## config.mk

```make
export PLATFORM = sky130hd
export DESIGN_NAME = reg_ctx_sequencer_flat
export DESIGN_NICKNAME = d
export VERILOG_FILES = /design/src/rtl/reg_ctx_sequencer_if.sv /design/src/rtl/reg_ctx_sequencer.sv /design/src/flat_wrapper.sv
export SDC_FILE = /design/constraint.sdc
export NUM_CORES = 1
export LEC_CHECK = 0
export ABC_AREA = 1
export CAP_MARGIN = 30
export CELL_PAD_IN_SITES_DETAIL_PLACEMENT = 0
export CELL_PAD_IN_SITES_GLOBAL_PLACEMENT = 1
export CORE_MARGIN = 10
export CORE_UTILIZATION = 16
export CTS_BUF_LIST = sky130_fd_sc_hd__clkbuf_8
export DETAILED_ROUTE_END_ITERATION = 6
export PLACE_DENSITY_LB_ADDON = 0.1
export SLEW_MARGIN = 10
export SYNTH_ARGS = -nofsm -noshare
export SYNTH_HDL_FRONTEND = slang
export SYNTH_SLANG_ARGS = --single-unit
```

## constraint.sdc

```tcl
create_clock -name clk -period 2.25 [get_ports clk]
set_input_delay 0.5625 -clock clk [delete_from_list [all_inputs] [get_ports clk]]
set_output_delay 0.5625 -clock clk [all_outputs]
set_load 0.03 [all_outputs]
```

## src/rtl/reg_ctx_sequencer_if.sv

```systemverilog
`default_nettype none
// ============================================================================
// Module      : reg_ctx_sequencer_if
// Description : Interface bundle for the register-context sequencer.
//               Groups the interrupt handshake, writeback, register-file and
//               memory signals.
// Revision    : 1.0 - initial release
// ============================================================================
interface reg_ctx_sequencer_if #(
    parameter int DW = 16,
    parameter int AW = 16
);
    logic          int_req;
    logic          int_ack;
    logic          reti_req;
    logic          reti_ack;
    logic          pipe_stall;
    logic          busy;
    logic          err;

    logic          wb_we;
    logic [2:0]    wb_addr;
    logic [DW-1:0] wb_data;

    logic          rf_we;
    logic [2:0]    rf_waddr;
    logic [DW-1:0] rf_wdata;
    logic [2:0]    rf_raddr;
    logic [DW-1:0] rf_rdata;

    logic          mem_req;
    logic          mem_we;
    logic [AW-1:0] mem_addr;
    logic [DW-1:0] mem_wdata;
    logic [DW-1:0] mem_rdata;
    logic          mem_ack;

    // Sequencer side
    modport master (
        input  int_req, reti_req, wb_we, wb_addr, wb_data, rf_rdata,
               mem_rdata, mem_ack,
        output int_ack, reti_ack, pipe_stall, busy, err, rf_we, rf_waddr,
               rf_wdata, rf_raddr, mem_req, mem_we, mem_addr, mem_wdata
    );

    // Core / register file / memory side
    modport slave (
        output int_req, reti_req, wb_we, wb_addr, wb_data, rf_rdata,
               mem_rdata, mem_ack,
        input  int_ack, reti_ack, pipe_stall, busy, err, rf_we, rf_waddr,
               rf_wdata, rf_raddr, mem_req, mem_we, mem_addr, mem_wdata
    );
endinterface
`default_nettype wire

```

## src/rtl/reg_ctx_sequencer.sv

```systemverilog
`default_nettype none
// ============================================================================
// Module      : reg_ctx_sequencer
// Description : Interrupt context save/restore engine for r1..r7 of an
//               8x16 register file; owns the register-file write port mux.
// Revision    : 1.0 - initial release
// ============================================================================
module reg_ctx_sequencer #(
    parameter int              DW        = 16,
    parameter int              AW        = 16,
    parameter logic [AW-1:0]   SAVE_BASE = 16'hFF00
) (
    input  wire logic           clk,
    input  wire logic           rst,
    reg_ctx_sequencer_if.master bus
);

    typedef enum logic [2:0] {
        S_IDLE    = 3'd0,
        S_SDRAIN  = 3'd1,
        S_SAVE    = 3'd2,
        S_HANDLER = 3'd3,
        S_RDRAIN  = 3'd4,
        S_RESTORE = 3'd5,
        S_RDONE   = 3'd6
    } state_t;

    localparam logic [2:0] c_K_FIRST = 3'd1;
    localparam logic [2:0] c_K_LAST  = 3'd7;

    state_t        r_state;
    logic [2:0]    r_k;
    logic          r_int_ack;
    logic          r_err;

    logic          w_in_save;
    logic          w_in_restore;
    logic          w_mem_active;
    logic          w_wb_blocked;
    logic [AW-1:0] w_slot_addr;
    logic [DW-1:0] w_save_data;

    assign w_in_save    = (r_state == S_SAVE);
    assign w_in_restore = (r_state == S_RESTORE);
    assign w_mem_active = w_in_save | w_in_restore;
    assign w_wb_blocked = bus.wb_we & w_mem_active;
    // Slot k lives at SAVE_BASE+k-1; wraps modulo 2^AW.
    assign w_slot_addr  = SAVE_BASE + AW'(r_k) - AW'(1);
    assign w_save_data  = w_in_save ? bus.rf_rdata : '0;

    always_ff @(posedge clk) begin
        if (rst) begin
            r_state   <= S_IDLE;
            r_k       <= c_K_FIRST;
            r_int_ack <= 1'b0;
            r_err     <= 1'b0;
        end else begin
            r_int_ack <= 1'b0;
            if (w_wb_blocked) begin
                r_err <= 1'b1;
            end
            case (r_state)
                S_IDLE: begin
                    if (bus.int_req) r_state <= S_SDRAIN;
                end
                S_SDRAIN: begin
                    r_state <= S_SAVE;
                end
                S_SAVE: begin
                    if (bus.mem_ack) begin
                        if (r_k == c_K_LAST) begin
                            r_state   <= S_HANDLER;
                            r_k       <= c_K_FIRST;
                            r_int_ack <= 1'b1;
                        end else begin
                            r_k <= 3'(r_k + 3'd1);
                        end
                    end
                end
                S_HANDLER: begin
                    if (bus.reti_req) r_state <= S_RDRAIN;
                end
                S_RDRAIN: begin
                    r_state <= S_RESTORE;
                end
                S_RESTORE: begin
                    if (bus.mem_ack) begin
                        if (r_k == c_K_LAST) begin
                            r_state <= S_RDONE;
                            r_k     <= c_K_FIRST;
                        end else begin
                            r_k <= 3'(r_k + 3'd1);
                        end
                    end
                end
                S_RDONE: begin
                    r_state <= S_IDLE;
                    r_k     <= c_K_FIRST;
                end
                default: begin
                    r_state <= S_IDLE;
                    r_k     <= c_K_FIRST;
                end
            endcase
        end
    end

    assign bus.int_ack    = r_int_ack;
    assign bus.reti_ack   = (r_state == S_RDONE);
    assign bus.busy       = (r_state != S_IDLE);
    assign bus.err        = r_err;
    assign bus.pipe_stall = (r_state == S_SDRAIN) | w_in_save |
                            (r_state == S_RDRAIN) | w_in_restore;

    assign bus.mem_req    = w_mem_active;
    assign bus.mem_we     = w_in_save;
    assign bus.mem_addr   = w_mem_active ? w_slot_addr : '0;
    assign bus.mem_wdata  = w_save_data;
    assign bus.rf_raddr   = w_in_save ? r_k : 3'd0;

    // Restore owns the write port; save drops writeback; otherwise pass-through.
    always_comb begin
        bus.rf_we    = 1'b0;
        bus.rf_waddr = bus.wb_addr;
        bus.rf_wdata = bus.wb_data;
        if (w_in_restore) begin
            bus.rf_we    = bus.mem_ack;
            bus.rf_waddr = r_k;
            bus.rf_wdata = bus.mem_rdata;
        end else if (!w_in_save) begin
            bus.rf_we    = bus.wb_we & (bus.wb_addr != 3'd0);
        end
    end

endmodule
`default_nettype wire

```

## src/flat_wrapper.sv

```systemverilog
// flat-port wrapper written by rule: the top's interface ports become plain ports
module reg_ctx_sequencer_flat 
#(
    parameter int              DW        = 16,
    parameter int              AW        = 16,
    parameter logic [AW-1:0]   SAVE_BASE = 16'hFF00
)
  (clk, rst, bus_int_req, bus_reti_req, bus_wb_we, bus_wb_addr, bus_wb_data, bus_rf_rdata, bus_mem_rdata, bus_mem_ack, bus_int_ack, bus_reti_ack, bus_pipe_stall, bus_busy, bus_err, bus_rf_we, bus_rf_waddr, bus_rf_wdata, bus_rf_raddr, bus_mem_req, bus_mem_we, bus_mem_addr, bus_mem_wdata);
  reg_ctx_sequencer_if #(.DW(DW), .AW(AW)) bus_i ();
  input  wire logic clk;
  input  wire logic rst;
  input wire logic [$bits(bus_i.int_req)-1:0] bus_int_req;
  input wire logic [$bits(bus_i.reti_req)-1:0] bus_reti_req;
  input wire logic [$bits(bus_i.wb_we)-1:0] bus_wb_we;
  input wire logic [$bits(bus_i.wb_addr)-1:0] bus_wb_addr;
  input wire logic [$bits(bus_i.wb_data)-1:0] bus_wb_data;
  input wire logic [$bits(bus_i.rf_rdata)-1:0] bus_rf_rdata;
  input wire logic [$bits(bus_i.mem_rdata)-1:0] bus_mem_rdata;
  input wire logic [$bits(bus_i.mem_ack)-1:0] bus_mem_ack;
  output wire logic [$bits(bus_i.int_ack)-1:0] bus_int_ack;
  output wire logic [$bits(bus_i.reti_ack)-1:0] bus_reti_ack;
  output wire logic [$bits(bus_i.pipe_stall)-1:0] bus_pipe_stall;
  output wire logic [$bits(bus_i.busy)-1:0] bus_busy;
  output wire logic [$bits(bus_i.err)-1:0] bus_err;
  output wire logic [$bits(bus_i.rf_we)-1:0] bus_rf_we;
  output wire logic [$bits(bus_i.rf_waddr)-1:0] bus_rf_waddr;
  output wire logic [$bits(bus_i.rf_wdata)-1:0] bus_rf_wdata;
  output wire logic [$bits(bus_i.rf_raddr)-1:0] bus_rf_raddr;
  output wire logic [$bits(bus_i.mem_req)-1:0] bus_mem_req;
  output wire logic [$bits(bus_i.mem_we)-1:0] bus_mem_we;
  output wire logic [$bits(bus_i.mem_addr)-1:0] bus_mem_addr;
  output wire logic [$bits(bus_i.mem_wdata)-1:0] bus_mem_wdata;
  assign bus_i.int_req = bus_int_req;
  assign bus_i.reti_req = bus_reti_req;
  assign bus_i.wb_we = bus_wb_we;
  assign bus_i.wb_addr = bus_wb_addr;
  assign bus_i.wb_data = bus_wb_data;
  assign bus_i.rf_rdata = bus_rf_rdata;
  assign bus_i.mem_rdata = bus_mem_rdata;
  assign bus_i.mem_ack = bus_mem_ack;
  assign bus_int_ack = bus_i.int_ack;
  assign bus_reti_ack = bus_i.reti_ack;
  assign bus_pipe_stall = bus_i.pipe_stall;
  assign bus_busy = bus_i.busy;
  assign bus_err = bus_i.err;
  assign bus_rf_we = bus_i.rf_we;
  assign bus_rf_waddr = bus_i.rf_waddr;
  assign bus_rf_wdata = bus_i.rf_wdata;
  assign bus_rf_raddr = bus_i.rf_raddr;
  assign bus_mem_req = bus_i.mem_req;
  assign bus_mem_we = bus_i.mem_we;
  assign bus_mem_addr = bus_i.mem_addr;
  assign bus_mem_wdata = bus_i.mem_wdata;
  reg_ctx_sequencer #(.DW(DW), .AW(AW), .SAVE_BASE(SAVE_BASE)) u_core (.clk(clk), .rst(rst), .bus(bus_i));
endmodule
```

# ---- Word-level counts from Yosys, hierarchy flattened
# Index checks and enable logic that the tools add are counted.
dict set report totals {
  reg_bits 8
  output_inout_bits 62
}
dict set report classes {
  addsub 3
  eq_ne 14
  mux 18
  bitwise 9
  reduce_logical 8
}
# operator n
set op_table {}
lappend op_table {{16-bit 2-to-1 mux} 3}
lappend op_table {{3-bit 2-to-1 mux} 10}
lappend op_table {{3-bit case mux with 6 select lines} 1}
lappend op_table {{16-bit by 1-bit subtractor with 16-bit output, second input constant} 1}
lappend op_table {{3-bit == test, second input constant} 4}
lappend op_table {{2-bit inequality test, second input constant} 6}
lappend op_table {{9-bit by 4-bit adder with 10-bit output, first input constant} 1}
lappend op_table {{3-bit by 2-bit == test with 1-bit output, second input constant} 2}
lappend op_table {{3-bit case mux with 2 select lines} 1}
lappend op_table {{6-bit AND reduction} 1}
lappend op_table {{3-bit nonzero test} 2}
lappend op_table {{1-bit bitwise OR} 4}
lappend op_table {{4-bit OR reduction} 1}
lappend op_table {{3-bit by 1-bit adder with 3-bit output, second input constant} 1}
lappend op_table {{3-bit by 1-bit == test with 1-bit output, second input constant} 1}
lappend op_table {{3-bit zero test} 1}
lappend op_table {{1-bit 2-to-1 mux} 3}
lappend op_table {{1-bit NOT} 3}
lappend op_table {{3-bit OR reduction} 1}
lappend op_table {{1-bit AND} 2}
lappend op_table {{2-bit by 1-bit inequality test with 1-bit output, second input constant} 1}
lappend op_table {{2-bit AND reduction} 1}
lappend op_table {{2-bit OR reduction} 1}

# ---- Longest topological paths before layout
# Gate-level depths: netlist of run 1.
dict set report logic_depth {
  depth_word 4
  depth_mapped 9
  ltp_nobuf 9
}

# ---- Worst setup path after synthesis of run 1
# OpenSTA, ideal clock, no wires.
dict set report synth_path {
  path_type {register to output}
  startpoint {register u_core.r_state[2]}
  endpoint {output bus_mem_addr[5]}
  t_arrival_ns 2.303
  required_time_ns 1.688
  setup_slack_ns -0.615
  path_stages_with_launch 8
  path_buffers 2
  cell_sequence {dfxtp_1 -> buf_2 -> inv_1 -> nand3_2 -> nand2_4 -> inv_2 -> nor4_1 -> buf_4}
}
dict set report synth_via {
  elab_chain_cells 3
  elab_cells_between_ends 4
  cone_classes {eq/ne: 2; mux: 1; bitwise: 1}
}
# item line
set synth_rtl {}
lappend synth_rtl {{from (decl)} reg_ctx_sequencer.sv:31} ;# state_t r_state;
lappend synth_rtl {{from (signal assigned)} reg_ctx_sequencer.sv:53} ;# r_state <= S_IDLE;
lappend synth_rtl {{from (signal assigned)} reg_ctx_sequencer.sv:64} ;# if (bus.int_req) r_state <= S_SDRAIN;
lappend synth_rtl {{from (signal assigned)} reg_ctx_sequencer.sv:67} ;# r_state <= S_SAVE;
lappend synth_rtl {{3-bit by 2-bit == test with 1-bit output or 3-bit == test (tied branches)} {reg_ctx_sequencer.sv:43, reg_ctx_sequencer.sv:44}}
lappend synth_rtl {{1-bit bitwise OR (*)} reg_ctx_sequencer.sv:45} ;# assign w_mem_active = w_in_save | w_in_restore;
lappend synth_rtl {{named net bus_mem_req} flat_wrapper.sv:29} ;# output wire logic [$bits(bus_i.mem_req)-1:0] bus_mem_req;
lappend synth_rtl {{16-bit 2-to-1 mux (*)} reg_ctx_sequencer.sv:117} ;# assign bus.mem_addr = w_mem_active ? w_slot_addr : '0;
lappend synth_rtl {{to (decl)} flat_wrapper.sv:31} ;# output wire logic [$bits(bus_i.mem_addr)-1:0] bus_mem_addr;
# Mark *: on every way through the listed nets, which the timed path passes. The rest lies on a longest branch.

# ---- Worst setup path in the final report of run 1
dict set report layout_path {
  startpoint {register u_core.r_k[0]}
  endpoint {output bus_mem_addr[2]}
}
dict set report layout_via {
  elab_chain_cells 3
}
# item line
set layout_rtl {}
lappend layout_rtl {{from (decl)} reg_ctx_sequencer.sv:32} ;# logic [2:0] r_k;
lappend layout_rtl {{from (signal assigned)} reg_ctx_sequencer.sv:54} ;# r_k <= c_K_FIRST;
lappend layout_rtl {{from (signal assigned)} reg_ctx_sequencer.sv:73} ;# r_k <= c_K_FIRST;
lappend layout_rtl {{from (signal assigned)} reg_ctx_sequencer.sv:76} ;# r_k <= 3'(r_k + 3'd1);
lappend layout_rtl {{9-bit by 4-bit adder with 10-bit output} reg_ctx_sequencer.sv:48} ;# assign w_slot_addr = SAVE_BASE + AW'(r_k) - AW'(1);
lappend layout_rtl {{16-bit by 1-bit subtractor with 16-bit output} reg_ctx_sequencer.sv:48}
lappend layout_rtl {{16-bit 2-to-1 mux} reg_ctx_sequencer.sv:117}
# Every way passes these cells.

==> impl_metrics.csv, run 1 <==
group,metric,value,unit
timing,fin_skew,0.000954,ns
timing,period_share,95.9,%
clocking,cts_buffer_depth,2,
final_layout,post-route-util,36.1,%
clocking,clk_pin_slew_worst_paths,0.04,ns
synthesis,syn_nets,221,
final_layout,layout-drive-gt1-share,33.8,%
clocking,cts.htree.levels,1,
timing,tightest_slew,0.348,ns
flow_run,max-cap-violations,0,
setup_path,cp-end-kind,"output port",
grt,grt_use_total,9.51,%
drt,wirelength,5.04,mm
timing,fmax,464,MHz
floorplan,die_x,99.1,um
setup_path,crit_top_cell,"ha_1",
grt,grt.overflow.total,0,
placement,place_ws,0.157,ns
worst_hold_path,hold_path.class,"reg2reg",
synthesis,netlist_instances,160,
synthesis,syn_area,1000,um^2
timing,hold_violations,0,
placement,dp.cells,340,
power_and_ir_drop,powerDensity,870,nW/um^2
drt,vias_per_cell,3.86,
setup_path,path_cells,"inv_1, ha_1, ha_1, nor2_1, buf_4",
synthesis,synthTopCellsByArea,"mux2_2, dfxtp_1, nor2_1",
synthesis,synth_top_cell_by_area,"mux2_2",
timing,tns,0,ns
floorplan,fp.dieArea,9830,um^2
floorplan,die_y,99.1,um
grt,grt_pass1_vias,1382,
timing,finalSetupViolCount,0,
final_layout,layout_commonest_cell,"clkdlybuf4s50_1",
final_layout,diodes,0,
synthesis,synth_top_area_share,18.0,%
floorplan,start_util,16.7,%
final_layout,area_growth,116,%
status,status,"finished clean",
setup_path,critPathSlowestCell,"dfxtp_1",
drt,ant_nets,0,
clocking,cts_buffers,3,
synthesis,ys_ff_latch,8,
placement,hpwl,4.48,mm
grt,antenna_found_initial,0,
clocking,cts.hold.buffers_added,0,
setup_path,crit_path_max_fanout,6,
grt,grt_pass1_wl,7.62,mm
power_and_ir_drop,leakagePower,1.10,nW
timing,finalWorstPathRequiredPeriod,2.16,ns
clocking,clock_latency,0.23,ns
floorplan,core_region_area,5990,um^2
power_and_ir_drop,finalPower,0.00188,W
final_layout,layout_common_cells,"clkdlybuf4s50_1, buf_4, nor2_1, inv_1, nand2_1",
synthesis,avgSynthCellArea,6.26,um^2
synthesis,synth_cell_type_count,23,
drt,dr.pass1.iters,4,
timing,fin_ws,0.0930,ns
drt,drt_iter0_drc,13,
setup_path,cpPeakStageDelay,0.47,ns
drt,drc,0,
floorplan,rows,28,
setup_path,crit_required,1.69,ns
placement,gp_congestion,0.777,
timing,slew_viol_final,0,
clocking,cts_tree,"yes",
setup_path,worstSetupStartpointType,"register",
setup_path,arrival,1.59,ns
synthesis,yosysSeqAreaShare,16.0,%
setup_path,path_class,"reg2out",
drt,wl_per_cell,14.7,um
power_and_ir_drop,vdd_drop_max,0.000444,V
timing,grt_setup_unrepaired,"false",
timing,timing.slew.headroom,76.7,%
final_layout,fin_nets,332,
clocking,cts_sinks,8,
synthesis,yosys_warnings,0,
clocking,root_buffer,"clkbuf_8",
drt,vias,1329,
grt,grt_max_degree,22,
placement,io_buffers,118,
floorplan,io_pins,119,
final_layout,final_cells,344,
[per-stage QoR]
stage,hold slack (ns),area (um^2)
2_1_floorplan,0.514,1020
3_3_place_gp,0.454,2100
3_5_place_dp,0.457,2100
4_1_cts,0.467,2140
5_1_grt,0.500,2160
6_report,0.463,2160
[logic make-up after synthesis]
logic type / after synthesis / share of synthesized area, %
AND/OR/NAND/NOR: 74 / 32.1
buffers and inverters: 48 / 23.6
multiplexers: 16 / 18.0
AO/OA/AOI/OAI: 10 / 5.37
flip-flops: 8 / 16.0
adder cells (fa/ha/maj): 4 / 4.99
[state kept, by name, indices dropped and copies added, names as in the netlist]
register	flops
u_core.bus.err	1
u_core.bus.int_ack	1
u_core.r_k	3
u_core.r_state	3
[cell type report]
cell class,instances,area [um^2]
Clock buffer,3,41.3
Fill cell,645,3830
Inverter,32,120
Multi-Input combinational cell,104,629
Sequential cell,8,163
Tap cell,75,93.8
Timing Repair Buffer,122,1110
[routing by layer]
metal	vias up	wire length [um]	track usage (%)
met2	81	2320	16.1
met4	0	29	1.32
met1	547	1910	9.66
met3	2	782	6.57
li1	699	-	-
met5	-	0	0
[cells in the mapped netlist]
library cell  instances
nor4_1                1
nor3_1                2
nor2_1               33
nand3_2               1
clkbuf_1              1
buf_4                10
nand3_1               7
nand2_4               1
buf_2                 3
o21ai_1               1
inv_1                29
o21ai_0               4
o31ai_1               1
o22ai_1               1
ha_1                  4
inv_2                 3
mux2_2               16
dfxtp_1               8
a21oi_1               3
nand2_1              27
buf_6                 2
nand2_2               1
nand3_4               1
[worst paths after layout]
kind | from | endpoint | slack (ns) | cells past startpoint
hold reg to reg | u_core.bus.err | u_core.bus.err | 0.46 | 2
setup reg to reg | u_core.r_k[0] | u_core.r_state[1] | 0.88 | 8
hold / removal | u_core.bus.err | u_core.bus.err | 0.46 | 2
setup / recovery | u_core.r_k[0] | bus_mem_addr[2] | 0.09 | 5
[critical path, delay by kind of cell, from the launching register on]
family | cells | cell delay [ns]
flops | 1 | 0.47
fa+ha+maj | 2 | 0.49
simple gates | 1 | 0.10
buf+inv | 2 | 0.30
[power breakdown]
group          total (W)  leakage (nW)  internal (W)  switching, W
Clock           0.000174        0.0216      0.000116     0.0000577
Combinational    0.00147          1.02      0.000566      0.000908
Sequential      0.000233        0.0661      0.000180     0.0000533
[what timing repair did]
action                     in CTS  in global routing
resized for setup               2                  2
buffers inserted                0                  1
setup endpoints to repair       4                  5
gates cloned                    0                  0
Note: power is estimated with default switching activity, not from simulation.
==> run 2: changes to the inputs <==
--- a/config.mk
+++ b/config.mk
@@ -9,11 +9,12 @@
 export CAP_MARGIN = 30
 export CELL_PAD_IN_SITES_DETAIL_PLACEMENT = 0
 export CELL_PAD_IN_SITES_GLOBAL_PLACEMENT = 1
-export CORE_MARGIN = 10
+export CORE_MARGIN = 1
 export CORE_UTILIZATION = 16
 export CTS_BUF_LIST = sky130_fd_sc_hd__clkbuf_8
 export DETAILED_ROUTE_END_ITERATION = 6
 export PLACE_DENSITY_LB_ADDON = 0.1
+export RECOVER_POWER = 100
 export SLEW_MARGIN = 10
 export SYNTH_ARGS = -nofsm -noshare
 export SYNTH_HDL_FRONTEND = slang
==> impl_metrics.csv, run 2 (same netlist as run 1, synthesis figures left out) <==
group,metric,value,unit
drt,vias_per_cell,3.87,
floorplan,die_x,81.1,um
setup_path,crit_required,1.69,ns
placement,hpwl,3.19,mm
timing,timing.slew.headroom,70.4,%
clocking,root_buffer,"clkbuf_8",
drt,vias,1336,
timing,finalWorstPathRequiredPeriod,2.18,ns
final_layout,regArea,161,um^2
clocking,cts_buffers,3,
timing,period_share,97.0,%
final_layout,layout_common_cells,"clkdlybuf4s50_1, nor2_1, clkbuf_2, inv_1, nand2_1",
placement,dp.cells,340,
drt,drc,0,
final_layout,reg.largest.list,"u_core.r_k (3), u_core.r_state (3)",
grt,antenna_found_initial,0,
timing,tightest_slew,0.439,ns
floorplan,rows,28,
final_layout,layout_commonest_cell,"clkdlybuf4s50_1",
setup_path,crit_path_max_fanout,2,
drt,wirelength,3.80,mm
drt,drt_iter0_drc,32,
floorplan,io_pins,119,
clocking,cts.htree.levels,1,
final_layout,layout-drive-gt1-share,33.3,%
grt,grt_pass1_wl,5.84,mm
clocking,cts_buffer_depth,2,
placement,gp_congestion,0.727,
timing,fin_skew,0.000313,ns
setup_path,critPathSlowestCell,"clkdlybuf4s50_1",
setup_path,cpPeakStageDelay,0.42,ns
setup_path,path_class,"in2out",
final_layout,final_cells,345,
floorplan,die_y,81.1,um
floorplan,start_util,16.7,%
setup_path,crit_family,"buffers and inverters",
clocking,cts_sinks,8,
setup_path,worstSetupStartpointType,"input port",
drt,ant_nets,0,
flow_run,max-cap-violations,0,
final_layout,area_growth,101,%
final_layout,fill_cells,671,
timing,grt_setup_unrepaired,"false",
power_and_ir_drop,vdd_drop_max,0.000321,V
grt,grt_use_total,11.5,%
power_and_ir_drop,powerDensity,842,nW/um^2
timing,slew_viol_final,0,
timing,tns,0,ns
clocking,cts_tree,"yes",
final_layout,fin_nets,333,
final_layout,multi_input_area,613,um^2
placement,io_buffers,118,
power_and_ir_drop,leakagePower,1.06,nW
clocking,clock_latency,0.23,ns
grt,grt_max_degree,20,
final_layout,diodes,0,
grt,grt_pass1_vias,1255,
worst_hold_path,hold_path.class,"reg2reg",
timing,fmax,458,MHz
setup_path,path_cells,"clkdlybuf4s50_1, o31ai_1, o22ai_1, buf_4",
clocking,clk_pin_slew_worst_paths,0.04,ns
status,status,"finished clean",
drt,wl_per_cell,11.0,um
setup_path,arrival,1.62,ns
setup_path,cp-end-kind,"output port",
floorplan,core_region_area,5990,um^2
drt,dr.pass1.iters,4,
floorplan,fp.dieArea,6580,um^2
timing,finalSetupViolCount,0,
grt,grt.overflow.total,0,
timing,hold_violations,0,
setup_path,cp_num_buf_inv,2,
==> run 2: cell count changes in the layout (fill, tap and decap cells not counted), moves of 2 or more <==
cell / change
buf_2: +5
dlygate4sd3_1: +4
clkbuf_2: +32
clkbuf_4: +5
clkbuf_1: +2
buf_4: -39
clkdlybuf4s50_1: -4
buf_12: -3
==> run 2: path summary, 6_finish.rpt <==
check	startpoint	to	slack [ns]	cells after the start
max	bus_wb_addr[1]	bus_rf_we	0.07	4
min	u_core.bus.err	u_core.bus.err	0.46	2
max reg2reg	u_core.r_state[1]	u_core.r_state[0]	0.85	9
min reg2reg	u_core.bus.err	u_core.bus.err	0.46	2
==> run 2: timing repair <==
item,4_1_cts,5_1_grt
gates resized for setup,0,3
hold buffers,0,0
setup endpoints to repair,0,20
buffers inserted,0,2
==> run 2: tightest hold or removal path, stage by stage, from the launching register on <==
cell	delay, ns
dfxtp_1	0.31
a21oi_1	0.04
nor2_1	0.07
==> run 2: layout make-up <==
type	count	share of cell area [%]
Timing Repair Buffer	123	48.9
Clock buffer	3	2.05
Multi-Input combinational cell	104	30.5
Tap cell	75	4.66
Sequential cell	8	8.02
Inverter	32	5.97
==> run 2: where the power goes <==
group	internal, W	switching [W]
combinational	0.000421	0.000871
clock	0.000116	0.0000583
sequential	0.000178	0.0000492
total	0.000715	0.000979
==> run 2: per-stage QoR <==
| step | hold slack (ns) | instance area, um^2 | power (W) | util [%] | setup WS [ns] |
|---|---|---|---|---|---|
| after floorplan | 0.514 | 1020 | 0.00117 | - | 0.0347 |
| after global placement | 0.449 | 2080 | 0.00172 | 34.7 | 0.0589 |
| after detailed placement | 0.458 | 2080 | 0.00170 | 34.7 | 0.0982 |
| after CTS | 0.468 | 2120 | 0.00189 | 35.4 | 0.00214 |
| after global routing | 0.536 | 2010 | 0.00185 | 33.6 | 0.00795 |
| final | 0.461 | 2010 | 0.00169 | 33.6 | 0.0686 |
==> run 2: routing by layer <==
layer	part of all wire (%)	global-route usage, %	vias to the layer above
met3	12	4.61	2
met5	0	0	-
met1	41	13.3	557
li1	-	-	700
met2	47	20.0	77
met4	0.55	2.14	0
==> run 3: changes to the inputs <==
--- a/config.mk
+++ b/config.mk
@@ -12,6 +12,7 @@
 export CORE_MARGIN = 1
 export CORE_UTILIZATION = 16
 export CTS_BUF_LIST = sky130_fd_sc_hd__clkbuf_8
+export CTS_CLUSTER_DIAMETER = 60
 export DETAILED_ROUTE_END_ITERATION = 6
 export PLACE_DENSITY_LB_ADDON = 0.1
 export RECOVER_POWER = 100
==> results of run 3 <==
Final layout, timing and power as in run 2 (identical DEF).
